[config.mk]
export PLATFORM = sky130hd
export DESIGN_NAME = mcdf_arbiter
export DESIGN_NICKNAME = d
export VERILOG_FILES = /design/src/rtl/mcdf_arbiter.sv
export SDC_FILE = /design/constraint.sdc
export NUM_CORES = 1
export LEC_CHECK = 0
export CAP_MARGIN = 30
export CORE_MARGIN = 2
export CORE_UTILIZATION = 25
export DETAILED_ROUTE_END_ITERATION = 12
export PLACE_DENSITY = 0.69
export SKIP_LAST_GASP = 1
export SLEW_MARGIN = 25
export SYNTH_ARGS = -nofsm -noshare
export SYNTH_HDL_FRONTEND = slang
export SYNTH_SLANG_ARGS = --single-unit
export TNS_END_PERCENT = 10
[constraint.sdc]
create_clock -name clk_i -period 5.45 [get_ports clk_i]
set_input_delay 0.545 -clock clk_i [delete_from_list [all_inputs] [get_ports clk_i]]
set_output_delay 0.545 -clock clk_i [all_outputs]
set_load 0.1 [all_outputs]
[src/rtl/mcdf_arbiter.sv]
// mcdf_arbiter: packet-level arbiter between the per-channel slave FIFOs and
// the formatter. It picks the highest-priority enabled, requesting channel,
// breaking ties round-robin. It then locks that grant for a whole packet and
// streams the channel's words to the formatter under a valid/ack handshake.
module mcdf_arbiter #(
    parameter int NCH = 3,
    parameter int DW  = 32
) (
    input  logic                clk_i,
    input  logic                rst_i,
    input  logic [NCH-1:0]      slv_en_i,
    input  logic [NCH-1:0]      slv_req_i,
    input  logic [2*NCH-1:0]    slv_prio_i,
    input  logic [3*NCH-1:0]    slv_len_i,
    input  logic [NCH-1:0]      slv_val_i,
    input  logic [DW*NCH-1:0]   slv_data_i,
    output logic [NCH-1:0]      a2s_ack_o,
    input  logic                f2a_id_req_i,
    input  logic                f2a_ack_i,
    output logic                a2f_val_o,
    output logic [DW-1:0]       a2f_data_o,
    output logic [1:0]          a2f_id_o,
    output logic [5:0]          a2f_pkglen_o,
    output logic [1:0]          a2f_pri_o,
    output logic                busy_o
);

    typedef enum logic [0:0] {
        ST_IDLE = 1'b0,
        ST_XFER = 1'b1
    } state_t;

    state_t          r_state;
    state_t          w_state_nxt;
    logic [1:0]      r_rr_ptr;
    logic [5:0]      r_cnt;
    logic [1:0]      r_id;
    logic [1:0]      r_pri;
    logic [5:0]      r_pkglen;

    logic [NCH-1:0]  w_elig;
    logic            w_win_found;
    logic [1:0]      w_win_id;
    logic [1:0]      w_win_pri;
    logic [5:0]      w_win_len;
    logic [2:0]      w_win_dist;
    logic [2:0]      w_dist;
    logic [1:0]      w_pri;

    logic            w_sel_val;
    logic [DW-1:0]   w_sel_data;
    logic            w_grant;
    logic            w_xfer;
    logic            w_last;

    function automatic logic [5:0] f_decode_len(input logic [2:0] code);
        case (code)
            3'd0:    return 6'd4;
            3'd1:    return 6'd8;
            3'd2:    return 6'd16;
            default: return 6'd32;
        endcase
    endfunction

    assign w_elig = slv_en_i & slv_req_i;
    assign busy_o = (r_state == ST_XFER);

    assign a2f_id_o     = r_id;
    assign a2f_pri_o    = r_pri;
    assign a2f_pkglen_o = r_pkglen;

    // Winner selection: lowest priority value wins; on a tie the channel
    // closest to rr_ptr in upward (wrapping) scan order wins. Expressing the
    // scan as a distance key keeps every field select constant-indexed.
    always_comb begin
        w_win_found = 1'b0;
        w_win_id    = '0;
        w_win_pri   = '1;
        w_win_len   = '0;
        w_win_dist  = '1;
        w_dist      = '0;
        w_pri       = '0;
        for (int unsigned k = 0; k < NCH; k++) begin
            if (3'(k) >= {1'b0, r_rr_ptr})
                w_dist = 3'(k) - {1'b0, r_rr_ptr};
            else
                w_dist = 3'(k) + 3'(NCH) - {1'b0, r_rr_ptr};
            w_pri = slv_prio_i[2*k +: 2];
            if (w_elig[k] && (!w_win_found || (w_pri < w_win_pri) ||
                              ((w_pri == w_win_pri) && (w_dist < w_win_dist)))) begin
                w_win_found = 1'b1;
                w_win_id    = 2'(k);
                w_win_pri   = w_pri;
                w_win_len   = f_decode_len(slv_len_i[3*k +: 3]);
                w_win_dist  = w_dist;
            end
        end
    end

    // Head-of-FIFO mux for the currently granted channel.
    always_comb begin
        w_sel_val  = 1'b0;
        w_sel_data = '0;
        for (int unsigned k = 0; k < NCH; k++) begin
            if (r_id == 2'(k)) begin
                w_sel_val  = slv_val_i[k];
                w_sel_data = slv_data_i[DW*k +: DW];
            end
        end
    end

    // FSM state register.
    always_ff @(posedge clk_i or posedge rst_i) begin
        if (rst_i)
            r_state <= ST_IDLE;
        else
            r_state <= w_state_nxt;
    end

    // FSM next-state and combinational handshake outputs.
    always_comb begin
        w_state_nxt = r_state;
        w_grant     = 1'b0;
        w_xfer      = 1'b0;
        w_last      = 1'b0;
        a2f_val_o   = 1'b0;
        a2f_data_o  = '0;
        a2s_ack_o   = '0;
        case (r_state)
            ST_IDLE: begin
                if (f2a_id_req_i && w_win_found) begin
                    w_grant     = 1'b1;
                    w_state_nxt = ST_XFER;
                end
            end
            ST_XFER: begin
                a2f_val_o  = w_sel_val;
                a2f_data_o = w_sel_val ? w_sel_data : '0;
                if (w_sel_val && f2a_ack_i) begin
                    w_xfer = 1'b1;
                    for (int unsigned k = 0; k < NCH; k++)
                        a2s_ack_o[k] = (r_id == 2'(k));
                    if (r_cnt == 6'd1) begin
                        w_last      = 1'b1;
                        w_state_nxt = ST_IDLE;
                    end
                end
            end
            default: w_state_nxt = ST_IDLE;
        endcase
    end

    // Grant capture, word counter and round-robin pointer.
    always_ff @(posedge clk_i or posedge rst_i) begin
        if (rst_i) begin
            r_rr_ptr <= '0;
            r_cnt    <= '0;
            r_id     <= '0;
            r_pri    <= '0;
            r_pkglen <= '0;
        end else if (w_grant) begin
            r_id     <= w_win_id;
            r_pri    <= w_win_pri;
            r_pkglen <= w_win_len;
            r_cnt    <= w_win_len;
        end else if (w_xfer && (r_cnt != '0)) begin
            r_cnt <= r_cnt - 6'd1;
            if (w_last)
                r_rr_ptr <= (r_id == 2'(NCH-1)) ? 2'd0 : r_id + 2'd1;
        end
    end

endmodule

==> key figures <==
Synthesis
  – Post-synth EDFFs: 0
  – Mapped Area: around 0.0023 sq mm
  – Largest area contributor in the netlist: dfrtp_1
  – Area contributors post-synth: dfrtp_1, mux2i_1, nor2_1, ha_1, a21oi_1
  – Post-synth top cells: nor2_1, a21oi_1, mux2i_1
  – Most frequent cell after synthesis: nor2_1
  – Register bit total from synthesis: 17
  – Main synth FF type: dfrtp_1
  – Sequential area share after synthesis: 0.1852
  – Post-synth cell types: 52
  – Syn avg cell area: slightly above 7 sq um
  – Async SR Flop Fraction: 1.000
  – Synth top area share: 0.1852
  – Syn Inst Count: 317
  – Synth warnings: 0

Routing
  – Routed len/inst: ~15 um
  – DR top layer: met4
  – Wire length on met2: 4309 um
  – Routed via count: around 2,800
  – Routed wire length: ~8600 um
  – Residual DRC: 0
  – Wire length on met1: about 3600 um
  – ANT nets after route: 0
  – Vias per cell: 4.836
  – DR WL met3: 660 um
  – Initial DRC count: between 60 and 70
  – DRT Pass-1 Iters: 4

Floorplan
  – Die width: between 90 and 100 um
  – Boundary Pins: around 170
  – Core ar.: ~0.0088 sq mm
  – Die area: about 0.010 sq mm
  – Die Height: roughly 100 um
  – Row count: 34
  – Starting Density: 0.2609

Cells and area
  – Inserted Diodes: 0
  – Fillers: 875
  – Layout cells sized above 1: 0.1268
  – NumNets Final: approximately 620
  – Synthesis-to-finish area growth: 74.73%
  – Core Util, Final: 0.4558
  – Multi-input gate area: roughly 0.0017 sq mm
  – FF/Latch Area: around 430 sq um

Critical path
  – Crit. End Element: register
  – Req. time, crit path: about 5600 ps
  – CP max stage delay: ~500 ps
  – Worst setup SP type: input pin
  – Worst r2r src: r_rr_ptr[1]$_DFFE_PP0P_
  – CP arrival: roughly 4900 ps
  – Crit Path Max Fanout: 12
  – Critical Path, Cell by Cell: clkdlybuf4s50_1 > nand2_1 > inv_1 > nand2b_1 > ha_1 > and3b_1 > o211a_1 > o21ai_2 > mux2_2 > ha_1 > nand2b_1 > a2111oi_0 > o211ai_1 > o211ai_1 > mux2_2 > o31a_1
  – Origin of the worst setup path: slv_en_i[0]
  – CP max-delay cell: clkdlybuf4s50_1
  – Crit path kind: input pin to register

Global route
  – Pin count of the biggest net entering global routing: 38
  – Vias in the first global route: approximately 2,700
  – Initial antenna violation count: 0
  – GR Overflow Total: 0
  – First-pass GRT wire length: 13,280 um
  – Gr usage total: 0.1611

Timing
  – Period utilization: 0.8726
  – Hold Vio Cnt, Final: 0
  – Achievable frequency: 0.2103 GHz
  – Final TNS setup: 0 ps
  – Slew HR: 0.3293
  – Final clock skew: between 3 and 4 ps
  – RSZ-0062 raised after global routing: false
  – Final Max Tran Viols: 0
  – Final Critical Period: 4756 ps
  – Setup violators final: 0
  – Fin Hold WS: approximately 500 ps
  – Least-Margin Pin Slew: between 1000 and 1500 ps

Clock network
  – PostCTS Resize Cnt: 0
  – Clk root buf: clkbuf_8
  – H-Tree Depth: 1
  – Clock transition at the registers of the reported paths: ~60 ps
  – Clk buf depth: 2
  – Clock sink count: 17
  – Post-CTS setup buffer count: 0
  – Cts hold-fix bufs: 0
  – Total CTS buffers: 3
  – Clk_lat worst skew: roughly 250 ps
  – CTS tree: done

Placed design
  – Detailed Place HPWL: between 6000 and 7000 um
  – I/O Buffers: 168
  – GP Congestion: ~0.89

Worst hold path
  – HP Start: a2f_pkglen_o[5]$_DFFE_PP0P_
  – Hold Crit Class: register to register

Outcome
  – Status: completed

Job
  – Max-Cap Viols: 0
-- logic make-up after synthesis --
group / Yosys count / synth area share
AND/OR/NAND/NOR: 135 / 0.2761
other: 1 / 0.001632
adder cells (fa/ha/maj): 17 / 0.09259
multiplexers: 41 / 0.1825
AO/OA/AOI/OAI: 67 / 0.1825
flip-flops: 17 / 0.1852
XOR/XNOR: 4 / 0.01525
buffers and inverters: 35 / 0.06427
-- per-stage QoR --
step	worst slack [ps]	cell area, sq um	instances
3_5_place_dp	482.2	3969	577
2_1_floorplan	332.4	2301	318
6_report	694.2	4014	581
3_3_place_gp	622.3	3966	577
5_1_grt	347.2	4014	581
4_1_cts	733.7	4014	581
-- layout make-up --
cell class | instances | area share
clock buffers | 4 | 0.01122
inverters | 14 | 0.01309
multi-input cells | 266 | 0.4317
flip-flops and latches | 17 | 0.1063
well taps | 108 | 0.03367
repair buffers | 172 | 0.4040
-- placed cells by master, fill, tap and decap left out, types with 6 or more instances in the layout --
cell,Yosys,routed
clkdlybuf4s50_1,0,132
dfrtp_1,17,16
nor3_1,6,6
mux2i_1,34,34
nor2_1,77,77
buf_4,4,40
inv_1,13,13
ha_1,17,17
mux2_2,6,6
a21oi_1,39,39
nand2_1,16,15
o211ai_1,8,8
-- worst paths after layout --
check,slack (ps),cells past startpoint,end
max reg2reg,970,16,r_cnt[5]$_DFFE_PP0P_
min,500,1,a2f_pkglen_o[5]$_DFFE_PP0P_
max,690,16,r_cnt[5]$_DFFE_PP0P_
min in group asynchronous,690,2,a2f_id_o[0]$_DFFE_PP0P_
max in group asynchronous,4290,2,a2f_id_o[1]$_DFFE_PP0P_
min reg2reg,500,1,a2f_pkglen_o[5]$_DFFE_PP0P_
-- per-layer routing --
metal  track usage  vias up
met5             0        -
met4       0.02424        0
met3       0.02368        5
met2        0.3015      118
met1        0.1991     1264
li1              -     1423
-- flip-flops by register name (all words and copies together) (netlist names) --
signal	count
busy_o	1
a2f_id_o	2
a2f_pkglen_o	4
r_rr_ptr	2
r_cnt	6
a2f_pri_o	2
-- worst max-delay path, delay by kind of cell --
family | cells | cell delay, ps
simple gates | 4 | 560
compound gates | 6 | 1710
mux | 2 | 840
fa+ha+maj | 2 | 570
buf+inv | 2 | 670
Power is left out: the tool's default activity adds up to more than one toggle a clock period on the data nets, which glitch-free logic cannot reach.
